[src/rtl/sd_pkg.sv]
// Shared constants and types for the SD SPI-mode card responder and its CRC7 helper.
package sd_pkg;

  typedef enum logic [2:0] {
    ST_IDLE,
    ST_RECV,
    ST_EXEC,
    ST_GAP,
    ST_RESP
  } sd_state_e;

  localparam logic [5:0] CMD0  = 6'd0;
  localparam logic [5:0] CMD8  = 6'd8;
  localparam logic [5:0] CMD41 = 6'd41;
  localparam logic [5:0] CMD55 = 6'd55;
  localparam logic [5:0] CMD58 = 6'd58;

  localparam int R1_IDLE    = 0;
  localparam int R1_ILLEGAL = 2;
  localparam int R1_CRC_ERR = 3;

  localparam logic [6:0] CRC7_POLY = 7'h09;
  localparam int         FRAME_LEN = 48;

  // One serial step of CRC7, MSB-first.
  function automatic logic [6:0] crc7_next(input logic [6:0] crc, input logic din);
    logic fb;
    fb = din ^ crc[6];
    return {crc[5:0], 1'b0} ^ (fb ? CRC7_POLY : 7'h00);
  endfunction

endpackage

[src/rtl/sd_crc7.sv]
// Serial CRC7 (x^7+x^3+1) accumulator; clr has priority over en.
module sd_crc7
  import sd_pkg::*;
(
  input  logic       clk,
  input  logic       rst_n,
  input  logic       clr,
  input  logic       en,
  input  logic       din,
  output logic [6:0] crc
);

  always_ff @(posedge clk) begin
    if (!rst_n)   crc <= '0;
    else if (clr) crc <= '0;
    else if (en)  crc <= crc7_next(crc, din);
  end

endmodule

[src/rtl/sd_spi_card_responder.sv]
// Card-side SD SPI-mode responder: deframes 48-bit commands, checks CRC7 and
// answers R1/R3/R7 through the idle -> ready initialisation sequence.
module sd_spi_card_responder
  import sd_pkg::*;
#(
  parameter int          NCR             = 1,
  parameter int          INIT_BUSY_COUNT = 3,
  parameter logic [31:0] OCR             = 32'hC0FF_8000
) (
  input  logic        clk,
  input  logic        rst_n,
  input  logic        SD_CLK,
  input  logic        SD_IN,
  output logic        SD_OUT,
  output logic        cmd_valid,
  output logic [5:0]  cmd_index,
  output logic [31:0] cmd_arg,
  output logic        crc_err,
  output logic        card_idle
);

  localparam logic [6:0] GAP_LAST = 7'(NCR * 8 - 1);
  localparam logic [7:0] BUSY_MAX = 8'(INIT_BUSY_COUNT);
  localparam logic [5:0] LAST_BIT = 6'(FRAME_LEN - 1);

  sd_state_e   state, state_n;
  logic [2:0]  sck_pipe;
  logic [1:0]  din_pipe;
  logic        sck_rise, sck_fall, din;
  logic [45:0] shreg;
  logic [46:0] frame_nxt;
  logic [5:0]  bit_cnt;
  logic [6:0]  gap_cnt;
  logic [39:0] resp_sr;
  logic [5:0]  resp_len;
  logic        sd_out_q;
  logic        idle_q, app_cmd;
  logic [7:0]  acmd_cnt;
  logic [6:0]  crc;
  logic        crc_en;

  logic [7:0]  r1_x, cnt_inc, cnt_x;
  logic [31:0] body_x;
  logic [5:0]  len_x;
  logic        idle_x, app_x;

  // SD_IN travels through the same depth as SD_CLK[1] so data and strobe stay aligned.
  always_ff @(posedge clk) begin
    if (!rst_n) begin
      sck_pipe <= '0;
      din_pipe <= '0;
    end else begin
      sck_pipe <= {sck_pipe[1:0], SD_CLK};
      din_pipe <= {din_pipe[0], SD_IN};
    end
  end

  assign sck_rise  = sck_pipe[1] & ~sck_pipe[2];
  assign sck_fall  = ~sck_pipe[1] & sck_pipe[2];
  assign din       = din_pipe[1];
  assign frame_nxt = {shreg, din};

  assign SD_OUT    = sd_out_q;
  assign card_idle = idle_q;
  assign cmd_valid = (state == ST_EXEC);

  // Bits 46..8 feed the CRC; the leading start bit is zero and leaves it unchanged.
  assign crc_en = sck_rise && (state == ST_RECV) && (bit_cnt < 6'd40);

  sd_crc7 u_crc7 (
    .clk   (clk),
    .rst_n (rst_n),
    .clr   (state == ST_IDLE),
    .en    (crc_en),
    .din   (din),
    .crc   (crc)
  );

  always_ff @(posedge clk) begin
    if (!rst_n) state <= ST_IDLE;
    else        state <= state_n;
  end

  always_comb begin
    state_n = state;
    case (state)
      ST_IDLE: if (sck_rise && !din) state_n = ST_RECV;
      ST_RECV: if (sck_rise && bit_cnt == LAST_BIT)
                 state_n = frame_nxt[46] ? ST_EXEC : ST_IDLE;
      ST_EXEC: state_n = ST_GAP;
      ST_GAP:  if (sck_fall && gap_cnt == GAP_LAST) state_n = ST_RESP;
      ST_RESP: if (sck_fall && bit_cnt == resp_len) state_n = ST_IDLE;
      default: state_n = ST_IDLE;
    endcase
  end

  assign cnt_inc = (acmd_cnt == 8'hFF) ? acmd_cnt : acmd_cnt + 8'd1;

  // Command execution: response contents and card-state updates applied in EXEC.
  always_comb begin
    idle_x = idle_q;
    app_x  = 1'b0;
    cnt_x  = acmd_cnt;
    len_x  = 6'd8;
    r1_x   = 8'h00;
    body_x = 32'h0;
    if (crc_err) begin
      r1_x[R1_CRC_ERR] = 1'b1;
    end else begin
      case (cmd_index)
        CMD0: begin
          idle_x = 1'b1;
          cnt_x  = 8'h00;
        end
        CMD8: begin
          len_x  = 6'd40;
          body_x = {16'h0, 4'h0, cmd_arg[11:0]};
        end
        CMD55: app_x = 1'b1;
        CMD41: begin
          if (app_cmd) begin
            cnt_x = cnt_inc;
            if (cnt_inc > BUSY_MAX) idle_x = 1'b0;
          end else begin
            r1_x[R1_ILLEGAL] = 1'b1;
          end
        end
        CMD58: begin
          len_x  = 6'd40;
          body_x = OCR;
        end
        default: r1_x[R1_ILLEGAL] = 1'b1;
      endcase
    end
    r1_x[R1_IDLE] = idle_x;
  end

  always_ff @(posedge clk) begin
    if (!rst_n) begin
      shreg     <= '0;
      bit_cnt   <= '0;
      gap_cnt   <= '0;
      resp_sr   <= '0;
      resp_len  <= '0;
      sd_out_q  <= 1'b1;
      idle_q    <= 1'b1;
      app_cmd   <= 1'b0;
      acmd_cnt  <= '0;
      cmd_index <= '0;
      cmd_arg   <= '0;
      crc_err   <= 1'b0;
    end else begin
      case (state)
        ST_IDLE: begin
          sd_out_q <= 1'b1;
          if (sck_rise && !din) begin
            shreg   <= '0;
            bit_cnt <= 6'd1;
          end
        end
        ST_RECV: begin
          if (sck_rise) begin
            shreg   <= frame_nxt[45:0];
            bit_cnt <= bit_cnt + 6'd1;
            // Latch on the end bit so the decode is ready while cmd_valid is high.
            if (bit_cnt == LAST_BIT && frame_nxt[46]) begin
              cmd_index <= frame_nxt[45:40];
              cmd_arg   <= frame_nxt[39:8];
              crc_err   <= (frame_nxt[45:40] == CMD0 || frame_nxt[45:40] == CMD8) &&
                           (crc != frame_nxt[7:1]);
            end
          end
        end
        ST_EXEC: begin
          resp_sr  <= {r1_x, body_x};
          resp_len <= len_x;
          idle_q   <= idle_x;
          app_cmd  <= app_x;
          acmd_cnt <= cnt_x;
          gap_cnt  <= '0;
          bit_cnt  <= '0;
        end
        ST_GAP: begin
          if (sck_fall) begin
            sd_out_q <= 1'b1;
            gap_cnt  <= gap_cnt + 7'd1;
          end
        end
        ST_RESP: begin
          if (sck_fall) begin
            if (bit_cnt == resp_len) begin
              sd_out_q <= 1'b1;
            end else begin
              sd_out_q <= resp_sr[39];
              resp_sr  <= {resp_sr[38:0], 1'b0};
              bit_cnt  <= bit_cnt + 6'd1;
            end
          end
        end
        default: sd_out_q <= 1'b1;
      endcase
    end
  end

endmodule

[config.mk]
export PLATFORM = sky130hd
export DESIGN_NAME = sd_spi_card_responder
export DESIGN_NICKNAME = d
export VERILOG_FILES = /design/src/rtl/sd_pkg.sv /design/src/rtl/sd_crc7.sv /design/src/rtl/sd_spi_card_responder.sv
export SDC_FILE = /design/constraint.sdc
export NUM_CORES = 1
export LEC_CHECK = 0
export ABC_AREA = 1
export CAP_MARGIN = 20
export CORE_MARGIN = 2
export CORE_UTILIZATION = 30
export DETAILED_ROUTE_END_ITERATION = 7
export GPL_ROUTABILITY_DRIVEN = 1
export PLACE_DENSITY_LB_ADDON = 0.25
export SYNTH_ARGS = -nofsm -noshare
export SYNTH_HDL_FRONTEND = slang
export SYNTH_SLANG_ARGS = --single-unit
[constraint.sdc]
create_clock -name clk -period 3.1 [get_ports clk]
set_input_delay 0.465 -clock clk [delete_from_list [all_inputs] [get_ports clk]]
set_output_delay 0.465 -clock clk [all_outputs]
set_load 0.05 [all_outputs]
==> results.cfg <==
[logic_synthesis]
ys_types = 36
synthesis.nets = 909
yosysTopAreaCell = dfxtp_1
syn_inst = 901
avgSynthCellArea_um2 = 7.52
yosysWarningCount = 0
synth_top_cell_area_share = 0.490
synth_seq_cells = 166
syn_area_um2 = 6780
yosysSeqAreaShare = 0.490
synth_area_leaders = dfxtp_1 (49%), nand2_1 (9.1%), a21oi_1 (8.3%)

[power_and_ir_drop]
p_leak_uw = 0.00284
vdd_drop_max_mv = 0.338
p_per_area_nw_per_um2 = 581
power_uw = 4640

[clocking]
cts_max_level = 4
clockBufferDepth = 2
cts_tree = yes
ctsHoldBuffers = 0
cts_resized = 0
postCtsSetupBuffers = 0
cts_sinks = 166
insertion_delay_ps = 430
clockRootBuffer = clkbuf_16
cts_made_buffers = 17
clkSlewWorstSetupHoldPaths_ps = 70

[critical_path]
path_class = flip-flop to primary output
cp_max_fo = 6
arrival_ps = 2030
cp.required_ps = 2630
worst_setup_path_end_kind = primary output
reg2reg_to = cmd_arg[9]$_SDFFE_PN0P_
cp-start-kind = flip-flop
reg2reg_from = bit_cnt[0]$_SDFFE_PN0P_
ff2ff_setup_slack_ps = 880
reg2reg_depth = 8
cp-startpoint = state[0]$_SDFFE_PN0P_
crit_path_end = cmd_valid

[cells_and_area]
synthToLayoutAreaGrowth_pct = 17.8
stdcell_count = 1219
antenna_cells = 0
drive_gt1_frac = 0.0724
final_cell_area_um2 = 7980
nets = 934
fill_cells = 2332

[routing]
wl_per_cell_um = 13.2
drc = 0
highest_layer = met4
postRouteAntennaNets = 0
routed_wirelength_um = 16100
viasPerCell = 4.73
wl_met1_um = 7980
wl_met3_um = 557
drt_iter0_drc = 397
vias = 5767
dr_wl_met2_um = 7340
drtPass1Iterations = 5

[sta]
timing_hold_violations_final = 0
min_period_ps = 2500
clock-skew-final_ps = 11.2
max_slew_margin = 0.482
slew_violations = 0
max_freq_mhz = 400
fin_crit_sh = 0.806
setup_viol = 0
rsz0062_at_grt = no
worst_pin_slew_ps = 774
tns_ps = 0
setup_slack_ps = 602

[flow_run]
maxCapViolations = 0

[floorplan]
die_w_um = 154
io_pins = 46
die-area_um2 = 23800
rows = 54
die_height_um = 154
start_util = 0.308
coreArea_um2 = 22000

[placed_design]
dp.cells = 1187
port-buffer-count = 45
place_congestion = 0.797
hpwl_um = 10300
dpl_cell_area_um2 = 7400
place_ws_ps = 892

[global_route]
gr-total-overflow = 0
groute.usage.overall = 0.138
grt_first_pass_wirelength_um = 27000
antenna_found_initial = 0
grt_max_degree = 64
first_global_vias = 5465

[min_path]
hp-class = flip-flop to flip-flop

[run_status]
outcome = finished clean
## layout by cell type, fill, tap and decap left out, types with 2 or more instances in the layout
cell type / count
a211oi_1: 4
a21oi_1: 112
a21oi_2: 2
a31oi_1: 12
buf_4: 10
clkbuf_1: 2
clkbuf_16: 17
clkbuf_8: 4
clkdlybuf4s50_1: 44
clkinvlp_4: 4
dfxtp_1: 166
ha_1: 4
inv_1: 54
inv_2: 9
inv_6: 2
nand2_1: 165
nand2_2: 3
nand3_1: 65
nand4_1: 8
nor2_1: 110
nor2_2: 4
nor3_1: 10
nor3b_2: 3
nor4_1: 3
o21ai_0: 89
o21ai_1: 4
o21bai_1: 2
or2_2: 2
xnor2_1: 5
xor2_1: 8
## power by group
part | internal [µW] | switching (µW)
combinational | 86.6 | 322
sequential | 2160 | 18.5
clock | 1200 | 857
total | 3440 | 1200
## final cells by class
cell class                      instances  area (µm²)  area share
Sequential cell                       166        3320       0.416
Multi-Input combinational cell        623        2970       0.372
Timing Repair Buffer                   55         520      0.0652
Clock buffer                           23         488      0.0611
Tap cell                              280         350      0.0439
Inverter                               63         236      0.0296
Clock inverter                          9        91.3      0.0114
## sequential cells by signal, summed over array words and instances, names as in the netlist, 6 cells and up
register,count
shreg,46
resp_sr,40
cmd_arg,32
acmd_cnt,8
gap_cnt,7
u_crc7.crc,7
bit_cnt,6
cmd_index,6
## worst min-delay path by stage
stage	slack, ps	cells after the start	from	end
2_1_floorplan	390	2	din_pipe[0]$_SDFF_PN0_	din_pipe[1]$_SDFF_PN0_
3_3_place_gp	400	2	din_pipe[0]$_SDFF_PN0_	din_pipe[1]$_SDFF_PN0_
3_5_place_dp	400	2	sck_pipe[0]$_SDFF_PN0_	sck_pipe[1]$_SDFF_PN0_
4_1_cts	430	2	din_pipe[0]$_SDFF_PN0_	din_pipe[1]$_SDFF_PN0_
5_1_grt	440	2	din_pipe[0]$_SDFF_PN0_	din_pipe[1]$_SDFF_PN0_
6_report	420	2	din_pipe[0]$_SDFF_PN0_	din_pipe[1]$_SDFF_PN0_
## layer usage
layer,track usage,vias to the layer above
met5,0,-
met4,0.0414,0
met3,0.0331,14
met2,0.226,66
met1,0.181,2660
li1,-,3027
## cells in the mapped netlist
library cell    n
xnor2_1         5
o21ai_1         4
o21ai_0        89
nor3b_2         3
nor2_1        110
o311ai_0        1
o21ai_2         1
xor2_1          8
inv_1          55
o22ai_1         1
nand2_4         1
a31oi_1        12
nand2_2         3
buf_2          18
nor3b_1         1
buf_4           8
a211oi_1        4
nor2_2          4
a21oi_1       112
o21bai_1        2
or2_2           2
dfxtp_1       166
a21oi_2         2
nand3_1        65
nand2_1       165
buf_6           1
nand3_2         1
nand4_1         8
o211a_1         1
inv_2           8
nor2_4          1
clkbuf_1       21
nor4_1          3
nor3_1         10
buf_1           1
ha_1            4
## cell families after synthesis
logic type	synth area share
AOI/OAI and AO/OA	0.177
and+or+nand+nor	0.238
DFF	0.490
adders and majority gates	0.00739
buffers and inverters	0.0709
xor gates and xnor gates	0.0168
## per-stage QoR
stage               hold slack (ps)  utilization
floorplan                       390            -
global placement                401        0.336
detailed placement              400        0.336
CTS                             425        0.362
global route                    442        0.362
finish                          416        0.362
## critical path, stage by stage (launching register included)
cell,delay (ps)
dfxtp_1,360
nor2_1,150
nand2_2,130
inv_2,150
clkdlybuf4s50_1,820
No activity file was read; power rests on OpenSTA's default activity.
